File: config.mk
export PLATFORM = sky130hd
export DESIGN_NAME = tnn_dual_popcount_accum
export DESIGN_NICKNAME = d
export VERILOG_FILES = /design/src/rtl/tnn_dual_popcount_accum.sv
export SDC_FILE = /design/constraint.sdc
export NUM_CORES = 1
export LEC_CHECK = 0
export BUFFER_PORTS_ARGS = -buffer_cell sky130_fd_sc_hd__buf_4
export CAP_MARGIN = 40
export CORE_ASPECT_RATIO = 0.9
export CORE_UTILIZATION = 30
export DETAILED_ROUTE_END_ITERATION = 10
export PLACE_DENSITY = 0.46
export SLEW_MARGIN = 20
export SYNTH_ARGS = -nofsm -noshare
export SYNTH_HDL_FRONTEND = slang
export SYNTH_SLANG_ARGS = --single-unit
export TNS_END_PERCENT = 5
File: constraint.sdc
create_clock -name clk -period 3.7 [get_ports clk]
set_clock_uncertainty 0.05 [all_clocks]
set_input_delay 0.555 -clock clk [delete_from_list [all_inputs] [get_ports clk]]
set_output_delay 0.555 -clock clk [all_outputs]
set_load 0.01 [all_outputs]
File: src/rtl/tnn_dual_popcount_accum.sv
// tnn_dual_popcount_accum: two-lane ternary positive-match popcount accumulator
// feeding the 3-bit adder/threshold comparator neuron with {a, b, c}.
// Optional saturation flag output enabled by defining TNN_ACC_SAT_FLAG_EN.
module tnn_dual_popcount_accum #(
    parameter int unsigned CNT_W = 3,
    parameter int unsigned LEN_W = 8
) (
    input  logic             clk,
    input  logic             rst_n,
    input  logic             in_valid,
    output logic             in_ready,
    input  logic [3:0]       in_x,
    input  logic [3:0]       in_w,
    input  logic             in_last,
    input  logic             cfg_we,
    input  logic [CNT_W-1:0] cfg_thr,
    output logic             out_valid,
    input  logic             out_ready,
    output logic [CNT_W-1:0] out_a,
    output logic [CNT_W-1:0] out_b,
    output logic [CNT_W-1:0] out_c,
    output logic [LEN_W-1:0] out_len
`ifdef TNN_ACC_SAT_FLAG_EN
    ,
    output logic             out_sat
`endif
);

    localparam logic [CNT_W-1:0] CNT_MAX = {CNT_W{1'b1}};
    localparam logic [LEN_W-1:0] LEN_MAX = {LEN_W{1'b1}};

    typedef enum logic [1:0] {
        IDLE  = 2'd0,
        ACCUM = 2'd1,
        HOLD  = 2'd2
    } state_t;

    state_t           state;
    state_t           state_nxt;
    logic [CNT_W-1:0] cnt_a;
    logic [CNT_W-1:0] cnt_b;
    logic [LEN_W-1:0] cnt_len;
    logic [CNT_W-1:0] cnt_a_nxt;
    logic [CNT_W-1:0] cnt_b_nxt;
    logic [LEN_W-1:0] cnt_len_nxt;
    logic [CNT_W-1:0] thr_reg;
    logic             accept_c;
    logic             last_accept_c;
    logic             prod0_c;
    logic             prod1_c;
    logic             out_fire_c;

    // Ternary code {nz, sign}: product is +1 when both nonzero with equal signs
    function automatic logic pos_match(input logic [1:0] x, input logic [1:0] w);
        return x[1] & w[1] & (x[0] == w[0]);
    endfunction

    // State register
    always_ff @(posedge clk or negedge rst_n) begin
        if (!rst_n) begin
            state <= IDLE;
        end else begin
            state <= state_nxt;
        end
    end

    // Next-state and saturating next-count logic
    always_comb begin
        state_nxt     = state;
        cnt_a_nxt     = cnt_a;
        cnt_b_nxt     = cnt_b;
        cnt_len_nxt   = cnt_len;
        accept_c      = in_valid & in_ready;
        last_accept_c = accept_c & in_last;
        out_fire_c    = out_valid & out_ready;
        prod0_c       = pos_match(in_x[1:0], in_w[1:0]);
        prod1_c       = pos_match(in_x[3:2], in_w[3:2]);

        if (accept_c) begin
            if (prod0_c && (cnt_a != CNT_MAX)) cnt_a_nxt = cnt_a + CNT_W'(1);
            if (prod1_c && (cnt_b != CNT_MAX)) cnt_b_nxt = cnt_b + CNT_W'(1);
            if (cnt_len != LEN_MAX)            cnt_len_nxt = cnt_len + LEN_W'(1);
        end

        case (state)
            IDLE, ACCUM: begin
                if (accept_c) state_nxt = in_last ? HOLD : ACCUM;
            end
            HOLD: begin
                if (out_fire_c) state_nxt = IDLE;
            end
            default: state_nxt = IDLE;
        endcase
    end

    // Handshake flags, threshold register, accumulators and result registers
    always_ff @(posedge clk or negedge rst_n) begin
        if (!rst_n) begin
            in_ready  <= 1'b0;
            out_valid <= 1'b0;
            thr_reg   <= '0;
            cnt_a     <= '0;
            cnt_b     <= '0;
            cnt_len   <= '0;
            out_a     <= '0;
            out_b     <= '0;
            out_c     <= '0;
            out_len   <= '0;
        end else begin
            in_ready  <= (state_nxt != HOLD);
            out_valid <= (state_nxt == HOLD);
            if (cfg_we) thr_reg <= cfg_thr;
            if (last_accept_c) begin
                // Snapshot uses the pre-write threshold; accumulators restart for the next frame
                out_a   <= cnt_a_nxt;
                out_b   <= cnt_b_nxt;
                out_c   <= thr_reg;
                out_len <= cnt_len_nxt;
                cnt_a   <= '0;
                cnt_b   <= '0;
                cnt_len <= '0;
            end else begin
                cnt_a   <= cnt_a_nxt;
                cnt_b   <= cnt_b_nxt;
                cnt_len <= cnt_len_nxt;
            end
        end
    end

`ifdef TNN_ACC_SAT_FLAG_EN
    logic sat_acc;
    logic sat_hit_c;

    // Any counter sitting at its maximum after an accepted beat marks the frame saturated
    assign sat_hit_c = accept_c & ((cnt_a_nxt == CNT_MAX) | (cnt_b_nxt == CNT_MAX) |
                                   (cnt_len_nxt == LEN_MAX));

    // Saturation tracking across the frame and flag presented with the result
    always_ff @(posedge clk or negedge rst_n) begin
        if (!rst_n) begin
            sat_acc <= 1'b0;
            out_sat <= 1'b0;
        end else if (last_accept_c) begin
            sat_acc <= 1'b0;
            out_sat <= sat_acc | sat_hit_c;
        end else begin
            sat_acc <= sat_acc | sat_hit_c;
            if (out_fire_c) out_sat <= 1'b0;
        end
    end
`endif

endmodule

## After elaboration in Yosys (flattened, before gate mapping)

Index checks and enable logic that the tools add are counted.

| cells by class | value |
|---|---|
| $add $sub $neg | 3 |
| eq/ne operators | 9 |
| muxes and demuxes | 13 |
| bitwise operators | 7 |
| reduce and logical (&&, ||, !) cells | 4 |

Operators by type and width:

| operator | count |
|---|---|
| 8-bit 2-to-1 mux | 3 |
| 3-bit 2-to-1 mux | 6 |
| 8-bit by 1-bit adder with 8-bit output (second input constant) | 1 |
| 8-bit != test (second input constant) | 1 |
| 1-bit AND | 7 |
| 3-bit by 1-bit adder with 3-bit output (second input constant) | 2 |
| 2-bit 2-to-1 mux | 3 |
| 3-bit != test (second input constant) | 2 |
| 2-bit equality test (second input constant) | 2 |
| 2-bit one-hot mux with 2 select lines | 1 |
| 1-bit equality test | 2 |
| 2-bit by 1-bit equality test with 1-bit output (second input constant) | 1 |
| 1-bit logical AND | 2 |
| 2-bit zero test | 1 |
| 2-bit != test (second input constant) | 1 |
| 2-bit OR reduction | 1 |

| word-level totals | value |
|---|---|
| register bits | 38 |
| input bits | 17 |
| output and inout port bits | 19 |
| logic and storage cells | 47 |

## Logic depth before layout (Yosys ltp)

Gate-level depths: netlist of run 1.

| depth | value |
|---|---|
| depth in word-level cells | 6 |
| depth in mapped cells | 6 |

## Least setup slack after synthesis of run 1

No wires, ideal clock.

| timing | value |
|---|---|
| path type | register -> register |
| start | register cnt_a[0] |
| end | register out_a[0] |
| library setup time | 0.127 ns |
| arrival time | 1.610 ns |
| data required time | 3.523 ns |
| setup slack | 1.913 ns |
| stages on the path, launching flop included | 7 |
| buffers on the path | 1 |
| cells stage by stage | dfrtp_1 ha_1 ha_1 or4_1 buf_2 xor2_1 o21ai_2 |

| on the way | value |
|---|---|
| longest elaborated chain between the ends | 4 |
| elaborated cells between the ends (all ways) | 5 |
| classes of those cells | 1 x add/sub; 1 x eq/ne; 2 x mux; 1 x reduce/logical |

RTL lines:

| what | line | text |
|---|---|---|
| from (decl) | 40 | `logic [CNT_W-1:0] cnt_a;` |
| from (signal assigned) | 123 | `cnt_a <= cnt_a_nxt;` |
| parallel branches: the longest is 3 deep, another holds 3-bit by 1-bit adder with 3-bit output | - |  |
| 3-bit 2-to-1 mux (*) | 79 | `if (accept_c) begin` |
| to (signal assigned) | 115 | `out_a <= cnt_a_nxt;` |
| to (decl) | 19 | `output logic [CNT_W-1:0] out_a,` |

Mark *: on every way between the ends.
A chain may end at the register's enable or synchronous reset.

## Worst setup path after layout of run 1

| timing | value |
|---|---|
| start | register cnt_a[0] |
| end | register cnt_a[0] |

| on the way | value |
|---|---|
| longest elaborated chain between the ends | 5 |
| elaborated cells between the ends (all ways) | 6 |
| classes of those cells | 1 x add/sub; 1 x eq/ne; 3 x mux; 1 x reduce/logical |

RTL lines:

| what | line | text |
|---|---|---|
| parallel branches: the longest is 3 deep, another holds 3-bit by 1-bit adder with 3-bit output | - |  |
| 3-bit 2-to-1 mux (*) | 79 |  |
| 3-bit 2-to-1 mux (*) | 113 | `if (last_accept_c) begin` |

Marked as above.

==> results of run 1 <==
==> worst paths after layout <==
path                           from  slack [ns]        to  depth (start not counted)
setup / recovery           cnt_a[0]        1.80  cnt_a[0]                          5
hold / removal                rst_n        0.17  out_b[0]                          1
setup reg to reg           cnt_a[0]        1.80  cnt_a[0]                          5
hold reg to reg            state[1]        0.42  state[0]                          1
max in group asynchronous     rst_n        3.09  out_c[1]                          1
min in group clk           state[1]        0.42  state[0]                          1
==> cell families (layout without fill, tap and decap cells) <==
logic type	Yosys count	count (layout)
simple gates	62	62
flops	38	38
compound gates	26	26
mux	12	12
buf+inv	9	46
xor+xnor	7	7
fa+ha+maj	5	5
==> area by class of cell <==
type	count	share of cell area [%]
Sequential cell	38	45.3
Multi-Input combinational cell	112	32.0
Timing Repair Buffer	36	13.2
Tap cell	67	4.00
Clock buffer	7	3.64
Clock inverter	1	1.43
Inverter	2	0.358
==> power by group through the flow <==
stage               clock, mW  combinational (mW)  sequential, mW
floorplan                   0               0.157           0.604
global placement            0               0.326           0.588
detailed placement          0               0.335           0.589
CTS                     0.352               0.336           0.582
global route            0.372               0.371           0.598
finish                  0.337               0.328           0.582
==> Yosys cell counts, drive strengths merged <==
library cell | number | area, µm²
and3 | 2 | 13.8
mux2i | 9 | 90.1
or4 | 1 | 7.51
and2 | 1 | 7.51
o31ai | 1 | 7.51
o211ai | 3 | 22.5
a21oi | 4 | 20.0
mux2 | 3 | 33.8
dfrtp | 38 | 951
nor4 | 1 | 12.5
xnor2 | 1 | 8.76
a21o | 1 | 7.51
nor2 | 19 | 71.3
buf | 1 | 5.00
o21ai | 17 | 88.8
inv | 2 | 7.51
xor2 | 6 | 52.6
nand2b | 1 | 6.26
and4 | 1 | 10.0
nand4 | 3 | 18.8
clkbuf | 6 | 22.5
nand2 | 31 | 119
nand3 | 2 | 10.0
ha | 5 | 62.6
==> stage by stage <==
| step | instances | power, mW | util [%] |
|---|---|---|---|
| after detailed placement | 255 | 0.925 | 37.7 |
| after global routing | 263 | 1.34 | 39.7 |
| final | 263 | 1.25 | 39.7 |
| after floorplan | 159 | 0.761 | - |
| after CTS | 263 | 1.27 | 39.7 |
| after global placement | 254 | 0.914 | 37.4 |
==> per-layer routing <==
metal / share of wire, % / wire [µm]
met5: 0 / 0
met4: 2.1 / 66
met3: 5.5 / 174
met2: 45 / 1420
met1: 48 / 1520
==> worst max-delay path, delay by kind of cell (launching register included) <==
family / cells / cell delay (ns)
xor gates and xnor gates: 1 / 0.26
DFF: 1 / 0.39
and+or+nand+nor: 2 / 0.69
adders and majority gates: 2 / 0.38
==> placed cells by master (no fill, tap or decap) <==
| cell type | n |
|---|---|
| dfrtp_1 | 38 |
| buf_8 | 1 |
| ha_1 | 5 |
| o31ai_1 | 1 |
| nand2_1 | 30 |
| buf_4 | 35 |
| and2_2 | 1 |
| mux2i_1 | 9 |
| xnor2_1 | 1 |
| nand2b_1 | 1 |
| or4_1 | 1 |
| a21oi_1 | 4 |
| nor4_2 | 1 |
| xor2_1 | 6 |
| a21o_1 | 1 |
| bufinv_16 | 1 |
| o21ai_2 | 1 |
| and3_1 | 1 |
| mux2_2 | 3 |
| and4_2 | 1 |
| inv_1 | 2 |
| clkbuf_1 | 2 |
| and3_2 | 1 |
| o211ai_1 | 3 |
| o21ai_0 | 14 |
| o21ai_1 | 2 |
| clkbuf_8 | 5 |
| nand2_2 | 1 |
| nand4_1 | 3 |
| nor2_1 | 19 |
| nand3_1 | 2 |
==> results.yml, run 1 <==
outcome:
  status: "finished, final reports clean"
worst_setup_path:
  cp-end-kind: "register"
  critPathKind: "reg -> reg"
  cp_cell_sequence: "ha_1 -> ha_1 -> or4_1 -> xor2_1 -> nor2_1"
  cp.arrival_ns: 2.01
  critPathLaunchType: "register"
  timing.critical_path.mode_cell: "ha_1"
  cp_slowest_cell: "or4_1"
  worstPathRequired_ns: 3.81
  critPathMaxFanout: 3
  slowest_delay_ns: 0.62
logic_synthesis:
  yosysSeqAreaShare_pct: 57.4
  synthSimpleGateAreaFrac_pct: 16.7
  muxShareOfSynthArea_pct: 7.48
  synthDistinctLibCells: 28
  syn_area_per_cell_um2: 10.4
  synth_compound_area_share_pct: 8.84
  synthAdderAreaFrac_pct: 3.78
  synth_xor_area_share_pct: 3.70
  synthCells: 159
  yosysWarnings: 0
  synth-seq-cells: 38
  synth_top_family_by_area: "simple AND/OR/NAND/NOR gates"
  syn-cell-area_um2: 1660
  syn_nets: 181
timing:
  finalSetupTns_ns: 0
  hold_violations: 0
  report.final.slew_viol_count: 0
  holdWs_ns: 0.167
  report.final.setup_viol: 0
  rsz0062_at_grt: "no"
  timing.final.ws_setup_ns: 1.80
  relSlewSlack_pct: 67.3
  post-route-period-util_pct: 51.2
  worst_slew_pin_slew_ns: 0.489
  fmax_mhz: 528
  period_needed_ns: 1.90
floorplan:
  die_area_um2: 5820
  start_util_pct: 31.3
  die_w_um: 80.3
  io_pins: 36
  row_count: 25
  die_height_um: 72.5
  core-area_um2: 5290
route:
  final_antenna_net_count: 0
  first_pass_iters: 4
  num_vias: 1206
  wire_per_inst_um: 12.1
  wl_um: 3180
  drt_iter0_drc: 58
  drc: 0
  vias_per_cell: 4.59
global_route:
  use_met3_pct: 4.15
  top_usage_layer: "met2"
  use_met1_pct: 16.5
  grt_use_met2_pct: 19.2
  grt_pass1_vias: 1169
  grt_usage_pct: 12.7
  grt_pass1_wl_um: 5460
  overflow: 0
  antenna_found_initial: 0
  grt_max_degree: 39
final_layout:
  seq_area_um2: 951
  fin_nets: 217
  fin_area_um2: 2100
  area_delta_synth_final_pct: 26.6
  multiInputGateArea_um2: 671
  fillers: 555
  antenna_cells: 0
  drive_gt1_share_pct: 26.0
  top_regs: "cnt_len x8, out_len x8"
power_and_ir_drop:
  p_leak_nw: 1.06
  switching_power_mw: 0.377
  switching_share_pct: 30.3
  p_int_mw: 0.870
  comb_power_share_pct: 26.3
  pwr-share-seq_pct: 46.7
  peakVddDrop_mv: 0.262
  clockPowerShare_pct: 27.1
  power.density_nw_per_um2: 595
placement:
  post-dp-hpwl_um: 2290
  dp_slack_ns: 1.78
  post_dp_cell_area_um2: 1990
  place_congestion: 0.826
  io_buffers: 35
clock_network:
  h-tree-depth: 2
  clk_path_buf_depth: 2
  clkTransAtPathRegs_ns: 0.07
  cts.sinks: 38
  cts_resized: 0
  cts_root_buf: "clkbuf_8"
  tritoncts: "yes"
  cts_setup_buffers: 0
  numCtsBuffers: 5
  clk_latency_ns: 0.29
  hold_buffers: 0
flow_run:
  maxCapViolCount: 0
hold_path:
  hold_path.class: "in -> async"
Power figures use the tool's default switching activity.
==> run 2: changes to the inputs <==
ABC_AREA = 1   (was unset)
PLACE_DENSITY = 0.47   (was 0.46)
clock period = 1.6 ns   (was 3.7 ns; I/O delays follow)
==> run 2 against run 1 <==
Sequential share of layout area fell by 4.8 points. Critical path depth grew 5. Clock power is 96% higher.
==> results.yml, run 2 <==
outcome:
  status: "finished, final reports clean"
final_layout:
  fin_nets: 288
  fin_area_um2: 2350
  top_regs: "cnt_len x8, out_len x8"
  area_delta_synth_final_pct: 25.8
  layout_commonest_cell: "nand2_1"
  antenna_cells: 0
  drive_gt1_share_pct: 26.6
  final_cell_mix: "nand2_1, dfrtp_1, buf_4"
floorplan:
  start_util_pct: 32.0
  die_height_um: 76.8
  row_count: 26
  core-area_um2: 5820
  die_w_um: 85.1
  io_pins: 36
  die_area_um2: 6540
clock_network:
  numCtsBuffers: 5
  clk_path_buf_depth: 2
  clk_latency_ns: 0.28
  h-tree-depth: 2
  cts_root_buf: "clkbuf_8"
  clkTransAtPathRegs_ns: 0.07
  cts.sinks: 38
  tritoncts: "yes"
timing:
  period_needed_ns: 1.51
  worst_slew_pin_slew_ns: 0.495
  hold_violations: 0
  rsz0062_at_grt: "yes"
  finalSetupTns_ns: 0
  fmax_mhz: 663
  holdWs_ns: 0.114
  report.final.setup_viol: 0
  timing.final.ws_setup_ns: 0.0909
  report.final.slew_viol_count: 0
  post-route-period-util_pct: 94.3
  relSlewSlack_pct: 67.0
logic_synthesis:
  synthDistinctLibCells: 29
  synth_edf_count: 0
  async_reset_ff_share_pct: 100
  synth-main-ff-cell: "dfrtp_1"
  syn-cell-area_um2: 1870
  syn_nets: 246
  yosysMostFrequentCell: "nand2_1"
  synthCells: 224
  syn_area_per_cell_um2: 8.33
  yosysSeqAreaShare_pct: 51.0
  yosysWarnings: 0
  synth_top_cell_by_area: "dfrtp_1"
  synth_top_area_share_pct: 51.0
  synth-seq-cells: 38
  synth_common_cells: "nand2_1, dfrtp_1, inv_1, nand3_1, nor2_1"
  yosys-top-cells-area: "dfrtp_1, nand2_1, nand3_1"
route:
  wl_um: 3710
  final_antenna_net_count: 0
  first_pass_iters: 4
  vias_per_cell: 4.39
  drc: 0
  num_vias: 1481
  wire_per_inst_um: 11.0
  dr_wl_met3_um: 122
  wl_met2_um: 1680
  detail_route.wirelength.met1_um: 1850
  drt_iter0_drc: 35
  dr.max_layer_used: "met4"
global_route:
  grt_pass1_wl_um: 6340
  grt_max_degree: 39
  grt_usage_pct: 12.5
  overflow: 0
  grt_pass1_vias: 1396
  antenna_found_initial: 0
placement:
  post_dp_cell_area_um2: 2190
  post-dp-hpwl_um: 2550
  dp_slack_ns: 0.0499
  io_buffers: 35
  place_congestion: 0.746
power_and_ir_drop:
  power.density_nw_per_um2: 1460
  peakVddDrop_mv: 0.464
  p_leak_nw: 1.25
  power_mw: 3.44
worst_setup_path:
  crit_end: "out_b[0]"
  cp.arrival_ns: 1.64
  r2r-start: "cnt_b[0]"
  r2r_setup_slack_ns: 0.09
  cp-end-kind: "register"
  critPathMaxFanout: 4
  critPathKind: "reg -> reg"
  rr_worst_depth: 10
  worstPathRequired_ns: 1.73
  critPathLaunchType: "register"
  critPathLaunch: "cnt_b[0]"
  r2r-end: "out_b[0]"
hold_path:
  hold_path.class: "in -> reg"
flow_run:
  maxCapViolCount: 0
==> run 2: cell type report <==
type	count	area, µm²
Sequential cell	38	951
Tap cell	70	87.6
Fill cell	608	3480
Multi-Input combinational cell	151	797
Clock inverter	1	5.00
Timing Repair Buffer	39	295
Inverter	31	124
Clock buffer	7	86.3
==> run 2: kinds of logic (layout without fill, tap and decap cells) <==
group                      count (synthesis)  after routing  share of synthesized area (%)
AOI/OAI and AO/OA                         13             13                           4.29
xor gates and xnor gates                   2              2                          0.939
adders and majority gates                  5              5                           3.35
buffers and inverters                     35             78                           8.32
DFF                                       38             38                           51.0
and+or+nand+nor                          131            131                           32.1
==> run 2: report_power, final <==
| group | internal [mW] | total (mW) | switching [mW] |
|---|---|---|---|
| Combinational | 0.576 | 1.28 | 0.706 |
| Clock | 0.347 | 0.661 | 0.314 |
| Sequential | 1.29 | 1.49 | 0.201 |
| Total | 2.21 | 3.44 | 1.22 |
==> run 2: worst min path at each step <==
stage                  to        from  depth (start not counted)
4_1_cts        thr_reg[2]  cfg_thr[2]                          3
2_1_floorplan    cnt_a[0]       rst_n                          0
3_3_place_gp     out_c[1]       rst_n                          1
5_1_grt        thr_reg[0]  cfg_thr[0]                          3
6_report       thr_reg[2]  cfg_thr[2]                          3
3_5_place_dp     out_c[1]       rst_n                          1
==> run 2: per-stage QoR <==
step                util, %  instances
floorplan                 -        224
global placement       37.6        326
detailed placement     37.6        326
CTS                    39.4        335
global route           40.3        337
finish                 40.3        337
==> run 2: repair_timing <==
action                                 4_1_cts  5_1_grt
hold buffers                                 1        0
setup endpoints to repair                    0       10
gates resized for setup                      0       14
setup buffers                                0        2
endpoints found under the hold margin       38        0
==> run 2: critical path: stages (launching register included) <==
cell and delay (ns):
dfrtp_1 0.40, ha_2 0.18, ha_1 0.17, inv_1 0.05, nand3_1 0.07, nor2_2 0.15
nand2_2 0.10, nand2_1 0.09, nand2_1 0.05, nand2_1 0.06, nand2_1 0.05
==> run 2: metal layers <==
metal | GRT usage, % | vias to the layer above
met5 | 0 | -
met4 | 6.10 | 0
met3 | 3.44 | 5
met2 | 18.6 | 19
met1 | 16.7 | 677
li1 | - | 780
==> run 3: changes to the inputs <==
ABC_CLOCK_PERIOD_IN_PS = 1600   (was unset)
CORE_UTILIZATION = 40   (was 30)
PLACE_DENSITY = 0.6   (was 0.47)
==> run 3 against run 2 <==
Maximum frequency increased by 0.20%. Count of clock-buffer cells in the layout increased by 1. Power increased by 1.5%. Utilization increased by 12 points. Non-clock buffer count decreased by 2. Hold slack got worse by 0.0095 ns. Routed wire length decreased by 9.6%. Cell area decreased by 1.0%. Register-to-register slack about the same. Global-route usage increased by 3.2 points.
==> results.yml, run 3 (synthesis results as in run 2) <==
worst_setup_path:
  critPathLaunchType: "register"
  worstPathRequired_ns: 1.73
  crit_buf_inv: 2
  r2r_setup_slack_ns: 0.09
  slowest_delay_ns: 0.39
  cp-end-kind: "register"
  r2r-start: "cnt_b[0]"
  critPathMaxFanout: 4
  rr_worst_depth: 10
  cp.arrival_ns: 1.64
  cp_cell_sequence: "ha_1 -> ha_1 -> inv_1 -> nand3_1 -> nor2_2 -> nand2_2 -> inv_1 -> nand2_1 -> nand3_1 -> nand2_1"
  cp_top_family: "simple AND/OR/NAND/NOR gates"
  r2r-end: "out_b[1]"
  cp_slowest_cell: "dfrtp_1"
  critPathKind: "reg -> reg"
clock_network:
  cts.sinks: 38
  cts_root_buf: "clkbuf_8"
  cts_setup_buffers: 0
  clkTransAtPathRegs_ns: 0.07
  h-tree-depth: 2
  clk_path_buf_depth: 2
  tritoncts: "yes"
  numCtsBuffers: 5
  clk_latency_ns: 0.29
floorplan:
  row_count: 23
  io_pins: 36
  die_w_um: 74.0
  start_util_pct: 41.8
  die_height_um: 66.8
  core-area_um2: 4460
  die_area_um2: 4940
timing:
  worst_slew_pin_slew_ns: 0.475
  relSlewSlack_pct: 68.3
  fmax_mhz: 664
  report.final.setup_viol: 0
  rsz0062_at_grt: "yes"
  report.final.slew_viol_count: 0
  period_needed_ns: 1.51
  hold_violations: 0
  post-route-period-util_pct: 94.1
placement:
  place_congestion: 0.754
  io_buffers: 35
  post-dp-hpwl_um: 2330
hold_path:
  hold_path.class: "in -> reg"
  hold_end: "thr_reg[0]"
  min_path_cells: 3
  worstHoldStart: "cfg_thr[0]"
global_route:
  grt_max_degree: 39
  grt_pass1_wl_um: 5620
  grt_pass1_vias: 1279
  overflow: 0
  grt_usage_pct: 15.8
  antenna_found_initial: 0
power_and_ir_drop:
  power_mw: 3.49
  peakVddDrop_mv: 0.787
  power.density_nw_per_um2: 1500
  p_leak_nw: 1.24
route:
  vias_per_cell: 4.51
  drt_iter0_drc: 52
  drc: 0
  num_vias: 1476
  first_pass_iters: 4
  wire_per_inst_um: 10.2
  final_antenna_net_count: 0
  wl_um: 3350
final_layout:
  drive_gt1_share_pct: 24.9
  layout_commonest_cell: "nand2_1"
  final_util_pct: 52.1
  area_delta_synth_final_pct: 24.5
  top_regs: "cnt_len x8, out_len x8"
  fin_nets: 286
  antenna_cells: 0
  final_cell_mix: "nand2_1, dfrtp_1, buf_4"
flow_run:
  maxCapViolCount: 0
outcome:
  status: "finished, final reports clean"
run 3: cell types whose count changed in the layout (fill, tap and decap cells not counted), sizes merged:
cell | previous run | this run
buf | 38 | 36
clkinv | 1 | 0
clkbuf | 7 | 8
run 3: metrics by stage:
| stage | std cells | area (µm²) | setup slack (ns) | setup TNS [ns] | hold WS [ns] |
|---|---|---|---|---|---|
| 3_3_place_gp | 318 | 2180 | 0.0826 | 0 | 0.197 |
| 6_report | 327 | 2320 | 0.0939 | 0 | 0.104 |
| 5_1_grt | 327 | 2320 | -0.0356 | -0.0757 | 0.111 |
| 2_1_floorplan | 224 | 1870 | 0.183 | 0 | -0.106 |
| 3_5_place_dp | 318 | 2180 | 0.0512 | 0 | 0.196 |
| 4_1_cts | 327 | 2300 | 0.0492 | 0 | 0.0972 |
run 3: what timing repair did:
| item | CTS | global route |
|---|---|---|
| endpoints found under the setup margin | 0 | 10 |
| resized for setup | 0 | 8 |
| hold endpoints to repair | 38 | 0 |
| hold buffers | 1 | 0 |
run 3: cell type report:
cell class | count | area, µm²
flip-flops and latches | 38 | 951
fillers | 428 | 2140
clock buffers | 8 | 110
multi-input cells | 151 | 779
repair buffers | 37 | 280
well taps | 62 | 77.6
inverters | 31 | 124
run 3: worst max path at each step:
| stage | from | to | cells after the start |
|---|---|---|---|
| 5_1_grt | cnt_b[0] | out_b[1] | 10 |
| 2_1_floorplan | cnt_a[0] | out_a[1] | 10 |
| 6_report | cnt_b[0] | out_b[1] | 10 |
| 3_3_place_gp | cnt_a[0] | out_a[2] | 10 |
| 4_1_cts | cnt_a[0] | out_a[2] | 10 |
| 3_5_place_dp | cnt_a[0] | out_a[2] | 10 |
run 3: per-layer routing:
| layer | up-vias | part of all wire, % | track usage [%] |
|---|---|---|---|
| met4 | 0 | 1.0 | 6.49 |
| met2 | 29 | 44 | 23.5 |
| met5 | - | 0 | 0 |
| met3 | 4 | 4.7 | 5.90 |
| met1 | 672 | 51 | 20.4 |
| li1 | 771 | - | - |
run 3: worst reg2reg max path, cell delays in order, from the launching register on:
cell     delay [ns]
dfrtp_1        0.39
ha_1           0.20
ha_1           0.17
inv_1          0.05
nand3_1        0.07
nor2_2         0.12
nand2_2        0.08
inv_1          0.08
nand2_1        0.06
nand3_1        0.07
nand2_1        0.05
run 3: power by group:
part,internal [mW],leakage (nW),switching [mW]
sequential,1.29,0.494,0.198
clock,0.435,0.0575,0.325
combinational,0.562,0.688,0.676
